**src/rtl/spi_resp_pkg.sv**
```systemverilog
// Shared types and constants for the SPI responder (spi_slave_resp).
package spi_resp_pkg;
    typedef enum logic {IDLE = 1'b0, SHIFT = 1'b1} resp_state_t;
    localparam int SYNC_STAGES = 2;
    localparam int BYTE_BITS   = 8;
endpackage

```
**src/rtl/spi_edge_sync.sv**
```systemverilog
// Multi-flop synchroniser for an async pin, with a one-flop edge detector
// producing single-cycle rise/fall pulses.
module spi_edge_sync
    import spi_resp_pkg::*;
(
    input  logic clk,
    input  logic rst,
    input  logic i_din,
    output logic o_sync,
    output logic o_rise,
    output logic o_fall
);
    logic [SYNC_STAGES-1:0] r_sync;
    logic                   r_prev;

    always_ff @(posedge clk) begin
        if (rst) begin
            r_sync <= '0;
            r_prev <= 1'b0;
        end else begin
            r_sync <= {r_sync[SYNC_STAGES-2:0], i_din};
            r_prev <= r_sync[SYNC_STAGES-1];
        end
    end

    assign o_sync = r_sync[SYNC_STAGES-1];
    assign o_rise = o_sync & ~r_prev;
    assign o_fall = ~o_sync & r_prev;
endmodule

```
**src/rtl/spi_slave_resp.sv**
```systemverilog
// Mode-0 SPI responder with oversampled sclk, bit-count framing and idle timeout.
// Build option: SPI_RESP_LOOPBACK_EN echoes the last received byte on underrun.
module spi_slave_resp
    import spi_resp_pkg::*;
#(
    parameter int          TIMEOUT = 64,
    parameter logic [7:0]  TX_IDLE = 8'hFF
) (
    input  logic                 clk,
    input  logic                 rst,
    input  logic                 sclk,
    input  logic                 MOSI,
    output logic                 MISO,
    input  logic [BYTE_BITS-1:0] tx_data,
    input  logic                 tx_wr,
    output logic                 tx_full,
    output logic [BYTE_BITS-1:0] rx_data,
    output logic                 rx_valid,
    output logic                 busy,
    output logic                 underrun,
    output logic                 frame_err
);
    localparam int TW = $clog2(TIMEOUT + 1);

    resp_state_t            r_state;
    logic [2:0]             r_bit_cnt;
    logic                   r_done;
    logic [TW-1:0]          r_to_cnt;
    logic [BYTE_BITS-1:0]   r_rx_sh;
    logic [BYTE_BITS-1:0]   r_tx_sh;
    logic [BYTE_BITS-1:0]   r_hold;
    logic                   r_loaded;
    logic [SYNC_STAGES-1:0] r_mosi_sync;

    logic                 w_sclk_s, w_rise, w_fall;
    logic                 w_mosi_s;
    logic                 w_xfer, w_wr_ok;
    logic [BYTE_BITS-1:0] w_fill;

    spi_edge_sync u_sclk_sync (
        .clk    (clk),
        .rst    (rst),
        .i_din  (sclk),
        .o_sync (w_sclk_s),
        .o_rise (w_rise),
        .o_fall (w_fall)
    );

    // MOSI gets the same synchroniser depth so it stays aligned with sclk edges.
    always_ff @(posedge clk) begin
        if (rst) r_mosi_sync <= '0;
        else     r_mosi_sync <= {r_mosi_sync[SYNC_STAGES-2:0], MOSI};
    end
    assign w_mosi_s = r_mosi_sync[SYNC_STAGES-1];

`ifdef SPI_RESP_LOOPBACK_EN
    assign w_fill = rx_data;
`else
    assign w_fill = TX_IDLE;
`endif

    // Hold moves into the shifter only when the shifter is free and no byte is starting.
    assign w_xfer  = (r_state == IDLE) && tx_full && !r_loaded && !w_rise;
    assign w_wr_ok = tx_wr && (!tx_full || w_xfer);
    assign busy    = (r_state == SHIFT);

    always_ff @(posedge clk) begin
        if (rst) begin
            r_state   <= IDLE;
            r_bit_cnt <= '0;
            r_done    <= 1'b0;
            r_to_cnt  <= '0;
            r_rx_sh   <= '0;
            r_tx_sh   <= TX_IDLE;
            r_hold    <= '0;
            r_loaded  <= 1'b0;
            MISO      <= TX_IDLE[7];
            tx_full   <= 1'b0;
            rx_data   <= '0;
            rx_valid  <= 1'b0;
            underrun  <= 1'b0;
            frame_err <= 1'b0;
        end else begin
            rx_valid  <= 1'b0;
            underrun  <= 1'b0;
            frame_err <= 1'b0;
            MISO      <= r_tx_sh[7];

            if (w_wr_ok) begin
                r_hold  <= tx_data;
                tx_full <= 1'b1;
            end else if (w_xfer) begin
                tx_full <= 1'b0;
            end

            case (r_state)
                IDLE: begin
                    r_to_cnt  <= '0;
                    r_bit_cnt <= '0;
                    r_done    <= 1'b0;
                    if (w_rise) begin
                        r_state   <= SHIFT;
                        r_rx_sh   <= {r_rx_sh[6:0], w_mosi_s};
                        r_bit_cnt <= 3'd1;
                        if (!r_loaded) underrun <= 1'b1;
                    end else if (w_xfer) begin
                        r_tx_sh  <= r_hold;
                        r_loaded <= 1'b1;
                    end
                end
                SHIFT: begin
                    if (r_to_cnt == TW'(TIMEOUT)) begin
                        frame_err <= 1'b1;
                        r_rx_sh   <= '0;
                        r_tx_sh   <= w_fill;
                        r_loaded  <= 1'b0;
                        r_bit_cnt <= '0;
                        r_done    <= 1'b0;
                        r_to_cnt  <= '0;
                        r_state   <= IDLE;
                    end else begin
                        r_to_cnt <= (w_rise || w_fall) ? '0 : r_to_cnt + 1'b1;
                        if (w_rise && !r_done) begin
                            r_rx_sh   <= {r_rx_sh[6:0], w_mosi_s};
                            r_bit_cnt <= r_bit_cnt + 3'd1;
                            if (r_bit_cnt == 3'd7) begin
                                rx_data  <= {r_rx_sh[6:0], w_mosi_s};
                                rx_valid <= 1'b1;
                                r_done   <= 1'b1;
                            end
                        end
                        // The fall after the last rise closes the byte.
                        if (w_fall) begin
                            if (r_done) begin
                                r_tx_sh   <= w_fill;
                                r_loaded  <= 1'b0;
                                r_bit_cnt <= '0;
                                r_done    <= 1'b0;
                                r_state   <= IDLE;
                            end else begin
                                r_tx_sh <= {r_tx_sh[6:0], 1'b0};
                            end
                        end
                    end
                end
                default: r_state <= IDLE;
            endcase
        end
    end

    logic w_unused;
    assign w_unused = w_sclk_s;
endmodule

```
**config.mk**
```make
export PLATFORM = sky130hd
export DESIGN_NAME = spi_slave_resp
export DESIGN_NICKNAME = d
export VERILOG_FILES = /design/src/rtl/spi_resp_pkg.sv /design/src/rtl/spi_edge_sync.sv /design/src/rtl/spi_slave_resp.sv
export SDC_FILE = /design/constraint.sdc
export NUM_CORES = 1
export LEC_CHECK = 0
export CAP_MARGIN = 20
export CELL_PAD_IN_SITES_DETAIL_PLACEMENT = 2
export CELL_PAD_IN_SITES_GLOBAL_PLACEMENT = 2
export CORE_MARGIN = 4
export CORE_UTILIZATION = 36
export DETAILED_ROUTE_END_ITERATION = 6
export PLACE_DENSITY = 0.92
export SLEW_MARGIN = 5
export SYNTH_ARGS = -nofsm -noshare
export SYNTH_HDL_FRONTEND = slang
export SYNTH_SLANG_ARGS = --single-unit
export TNS_END_PERCENT = 1
```
**constraint.sdc**
```tcl
create_clock -name clk -period 3.3 [get_ports clk]
set_input_delay 0.99 -clock clk [delete_from_list [all_inputs] [get_ports clk]]
set_output_delay 0.99 -clock clk [all_outputs]
set_load 0.01 [all_outputs]
```
== After elaboration in Yosys (flattened, before gate mapping) ==
Index checks and enable logic that the tools add are counted.

* Shift-type cells: 0
* $mul: 0
* Add/sub/neg operators: 2
* Div/mod/pow operators: 0
* $lt $le $gt $ge: 0
* Bitwise gates (word level): 8
* Eq/ne operators: 8
* Muxes and demuxes: 41
* Reductions and logical operators: 19

{| class="wikitable"
|+ Operators with widths
! operator !! number
|-
| $mux 8 || 5
|-
| $mux 7 || 5
|-
| $pmux 7 s2 || 2
|-
| $mux 1 || 20
|-
| $pmux 8 s2 || 1
|-
| $mux 3 || 4
|-
| $ne 3x1->1 const B || 3
|-
| $reduce_and 4->1 || 2
|-
| $add 7x1->7 const B || 1
|-
| $eq 7x7->1 const B || 1
|-
| $ne 2x2->1 const B || 3
|-
| $not 1->1 || 6
|-
| $pmux 1 s2 || 3
|-
| $pmux 3 s2 || 1
|-
| $logic_and 1x1->1 || 5
|-
| $logic_not 1->1 || 4
|-
| $reduce_or 4->1 || 1
|-
| $add 3x1->3 const B || 1
|-
| $eq 3x3->1 const B || 1
|-
| $reduce_and 3->1 || 1
|-
| $reduce_or 3->1 || 1
|-
| $and 1x1->1 || 2
|-
| $logic_or 1x1->1 || 2
|-
| $reduce_and 2->1 || 1
|-
| 2 further kinds || 2
|}

* RAM bits: 0
* Bits of input ports: 13
* Memories: 0
* Bits in read-only memories: 0
* Logic and storage cells: 95
* Bits in latches: 0
* Bits in registers: 54
* Output and inout bits: 14

== Depth between registers and ports, before layout ==
* Word-level depth: 8
* Depth in mapped cells: 7
* Depth with buffers taken out: 6

== Hierarchy ==
A second synthesis with hierarchy kept.

* Cell total of the unflattened synthesis: 218
* Area total of the unflattened synthesis: 2084.5 sq um

{| class="wikitable"
|+ Modules (own cells, without submodules)
! module !! cells an instance !! seq. area each (sq um) !! instances !! area each (sq um)
|-
| spi_slave_resp || 210 || 1021.0 || 1 || 1993.2
|-
| spi_edge_sync || 8 || 60.1 || 1 || 91.3
|}

== Least setup slack after synthesis ==
Ideal clock, no wire load.

* Path kind: input to register
* Start point: input rst
* End point: register MISO
* Library setup time: 0.123 ns
* Required time: 3.177 ns
* Arrival time: 1.604 ns
* Stages on the path: 3
* Setup slack: 1.573 ns
* Buffers on the path: 2
* Cells stage by stage: clkbuf_1 clkbuf_1 or2_2

{| class="wikitable"
|+ RTL lines
! what !! RTL line !! text
|-
| from (decl) || spi_slave_resp.sv:10 || <nowiki>input logic rst,</nowiki>
|-
| to (signal assigned) || spi_slave_resp.sv:77 || <nowiki>MISO <= TX_IDLE[7];</nowiki>
|-
| to (signal assigned) || spi_slave_resp.sv:87 || <nowiki>MISO <= r_tx_sh[7];</nowiki>
|-
| to (decl) || spi_slave_resp.sv:13 || <nowiki>output logic MISO,</nowiki>
|}

No word-level cell between the ends.

== Final worst setup path ==
* Start point: register r_state, in the netlist busy
* End point: output busy

{| class="wikitable"
|+ RTL lines
! what !! RTL line !! text
|-
| from (decl) || spi_slave_resp.sv:25 || <nowiki>resp_state_t r_state;</nowiki>
|-
| from (signal assigned) || spi_slave_resp.sv:69 || <nowiki>r_state <= IDLE;</nowiki>
|-
| from (signal assigned) || spi_slave_resp.sv:102 || <nowiki>r_state <= SHIFT;</nowiki>
|-
| from (signal assigned) || spi_slave_resp.sv:120 || <nowiki>r_state <= IDLE;</nowiki>
|-
| to (decl) || spi_slave_resp.sv:19 || <nowiki>output logic busy,</nowiki>
|}

No word-level cell between the ends.

==> run summary <==
### Run status
- **result of the run** completed

### Global route
- **number of global-route vias before repair** 1817
- **global-route wire length before repair** 8.894 mm
- **Tot GR Track Use** 0.1530
- **total global routing overflow** 0
- **maximum number of pins on one net before global-route repair** 18
- **antenna violations before repair** 0

### Power
- **share of total power in the clock network** 0.313
- **switching power of the nets** 262.3 uW
- **part of the power in combinational logic** 0.083
- **Internal Power** 882.7 uW
- **Peak VDD IR** 0.1530 mV
- **static leakage** 0.9345 nW
- **areal power density over the cells** 457.8 mW/mm^2
- **switching portion of total power** 0.2291
- **power share of the sequential group** 0.604

### Job
- **max cap viols** 0

### Yosys
- **Seq/Total Area, Yosys** 0.5183
- **Yosys top cell area share** 0.5183
- **Post-synth top cells** dfxtp_1 (54), nor2_1 (33), nand2_1 (24)
- **post-synthesis instance total** 219
- **cell area after synthesis** 0.002086 mm^2
- **Yosys warning count** 0
- **most instantiated library cell after synthesis** dfxtp_1
- **async set-or-reset flop fraction in the synthesized netlist** 0
- **number of nets in the synthesized netlist** 238
- **distinct cell type count after synthesis** 33
- **flip-flop and latch count after synthesis** 54
- **area leader, netlist** dfxtp_1
- **number of synthesized flops with an enable pin** 0
- **Synth area leaders** dfxtp_1 (52%), mux2i_1 (8.6%), nor2_1 (5.9%), nand2_1 (4.3%), ha_1 (3.6%)
- **ys flop type** dfxtp_1
- **syn avg cell area** 9.524 um^2

### STA
- **summed negative setup slack over all endpoints** 0 ns
- **worst slew margin relative to its limit** 0.5355
- **hold violation total from the final report** 0
- **unrepaired setup endpoints after global routing** false
- **worst setup skew after layout** 0.008783 ns
- **final worst-path cycle share** 0.8303
- **shortest period the worst path allows** 2.740 ns
- **highest attainable clock frequency** 0.3650 GHz
- **final setup violation count** 0
- **Final Max Tran Viols** 0
- **slew at the pin closest to its max-slew limit** 0.6958 ns

### Setup path
- **CP max stage cell** dfxtp_1
- **CP startpoint** busy$_SDFF_PP0_
- **critical register-to-register path startpoint** busy$_SDFF_PP0_
- **worst path cell trace** clkdlybuf4s50_1
- **maximum cell stage delay along the critical path** 0.78 ns
- **CP Max Fanout** 16
- **Critical path buffers and inverters** 1
- **category of the worst setup path launch point** flip-flop
- **CP required** 2.31 ns
- **data arrival time of the critical path** 1.75 ns
- **Crit path max-delay family** flip-flops
- **WS Path Type** reg -> out
- **capturing element type of the critical path** primary output

### Clocking
- **clk root buf** clkbuf_8
- **Gates resized, CTS repair** 0
- **post-CTS setup-driven buffer insertion count** 0
- **TritonCTS clock tree** yes
- **CTS Buffer Depth** 2
- **clock insertion delay at the later pin of the skew report** 0.30 ns
- **# clock sinks** 54
- **TritonCTS Buffers** 5
- **H-tree lvl count** 2
- **number of hold buffers added after cts** 0
- **Clock Pin Slew Worst Setup and Hold Paths** 0.09 ns

### Route
- **vias** 1607
- **aggregate routed wire length** 4.994 mm
- **Pre-Repair DR Iteration Count** 4
- **residual antenna-violating net count after detailed routing** 0
- **detailed router's first-iteration violation count** 30
- **via density per instance** 5.069
- **routed wire length per instance** 15.75 um
- **Post-route DRC** 0

### Placement
- **Cells after DPL** 311
- **placed wire-length estimate after detailed placement** 3.567 mm
- **routability cong.** 0.7667
- **Port Buf Inserts** 26

### Die
- **horizontal die dimension** 84.12 um
- **Core Box Area** 0.005574 mm^2
- **effective utilization at floorplan** 0.3742
- **chip height** 84.12 um
- **area enclosed by the die boundary** 0.007075 mm^2
- **count of standard-cell rows** 27
- **number of I/O pins** 27

### Final layout
- **synthesis-to-layout area growth** 19.92%
- **final standard cell count with taps included and fillers excluded** 317
- **fraction of layout instances using a drive strength above 1** 0.06939
- **n_diodes** 0
- **Post-layout nets** 265

### Worst hold path
- **min-delay src** r_mosi_sync[0]$_SDFF_PP0_
- **worst hold path class** reg -> reg

[power groups by stage]
stage | Clock [mW] | Combinational, mW | Sequential, mW
2_1_floorplan | 0 | 0.0626 | 0.699
3_3_place_gp | 0 | 0.0889 | 0.706
3_5_place_dp | 0 | 0.0942 | 0.707
4_1_cts | 0.374 | 0.0963 | 0.692
5_1_grt | 0.402 | 0.106 | 0.695
6_report | 0.358 | 0.0949 | 0.692
[cell families (layout without fill, tap and decap cells)]
logic type,count (synthesis),count (layout),synth area share
simple gates,79,79,0.1878
flops,54,54,0.5183
compound gates,39,39,0.1104
mux,18,18,0.08638
buf+inv,17,43,0.03599
fa+ha+maj,6,6,0.03599
xor+xnor,6,6,0.02520
[final timing paths]
| path | slack (ns) | end | cells past startpoint |
|---|---|---|---|
| setup reg to reg | 1.39 | r_tx_sh[7]$_SDFFE_PP1P_ | 4 |
| setup / recovery | 0.56 | busy | 1 |
| hold reg to reg | 0.45 | r_mosi_sync[1]$_SDFF_PP0_ | 1 |
| hold / removal | 0.45 | r_mosi_sync[1]$_SDFF_PP0_ | 1 |
[placed cells by master (no fill, tap or decap)]
cell type,n
a211o_1,1
a211o_2,1
a211oi_2,1
a21oi_1,11
a21oi_2,1
a31oi_1,7
and2_1,2
and2_4,1
and3_1,1
buf_4,3
clkbuf_8,6
clkdlybuf4s50_1,26
dfxtp_1,54
ha_1,6
inv_1,8
mux2i_1,18
nand2_1,24
nand2b_1,1
nand3_1,5
nand4b_1,1
nand4b_4,1
nor2_1,33
nor2b_1,5
nor3_1,2
nor4b_2,1
nor4b_4,1
o21ai_0,8
o21ai_1,1
o22ai_1,7
o31ai_1,1
or2_2,1
xnor2_1,3
xor2_1,3
[registers in the layout, summed over array words and instances, names as in the netlist, 2 cells and up]
register	count
r_bit_cnt	3
r_mosi_sync	2
r_hold	8
r_tx_sh	8
r_rx_sh	7
rx_data	8
r_to_cnt	7
u_sclk_sync.r_sync	2
[metrics by stage]
step | total power, mW | util | instance area, um^2 | hold slack [ns] | setup WS (ns)
2_1_floorplan | 0.7618 | - | 2086 | 0.4138 | 1.573
3_3_place_gp | 0.7945 | 0.4339 | 2419 | 0.4232 | 0.9132
3_5_place_dp | 0.8008 | 0.4339 | 2419 | 0.4373 | 0.8694
4_1_cts | 1.162 | 0.4487 | 2501 | 0.4570 | 0.5456
5_1_grt | 1.204 | 0.4487 | 2501 | 0.4692 | 0.4760
6_report | 1.145 | 0.4487 | 2501 | 0.4502 | 0.5601
[cell type report]
type / count / area, um^2
clock buffers: 6 / 82.58
fillers: 604 / 3073
inverters: 8 / 30.03
multi-input cells: 148 / 934.6
flip-flops and latches: 54 / 1081
well taps: 72 / 90.09
repair buffers: 29 / 282.8
[routing by layer]
layer,vias up,track usage,share of wire
met2,21,0.2762,0.52
met3,4,0.03653,0.028
met1,789,0.1838,0.45
li1,793,-,-
met5,-,0,0
met4,0,0.03216,0.0024
Note: power is estimated with default switching activity, not from simulation.
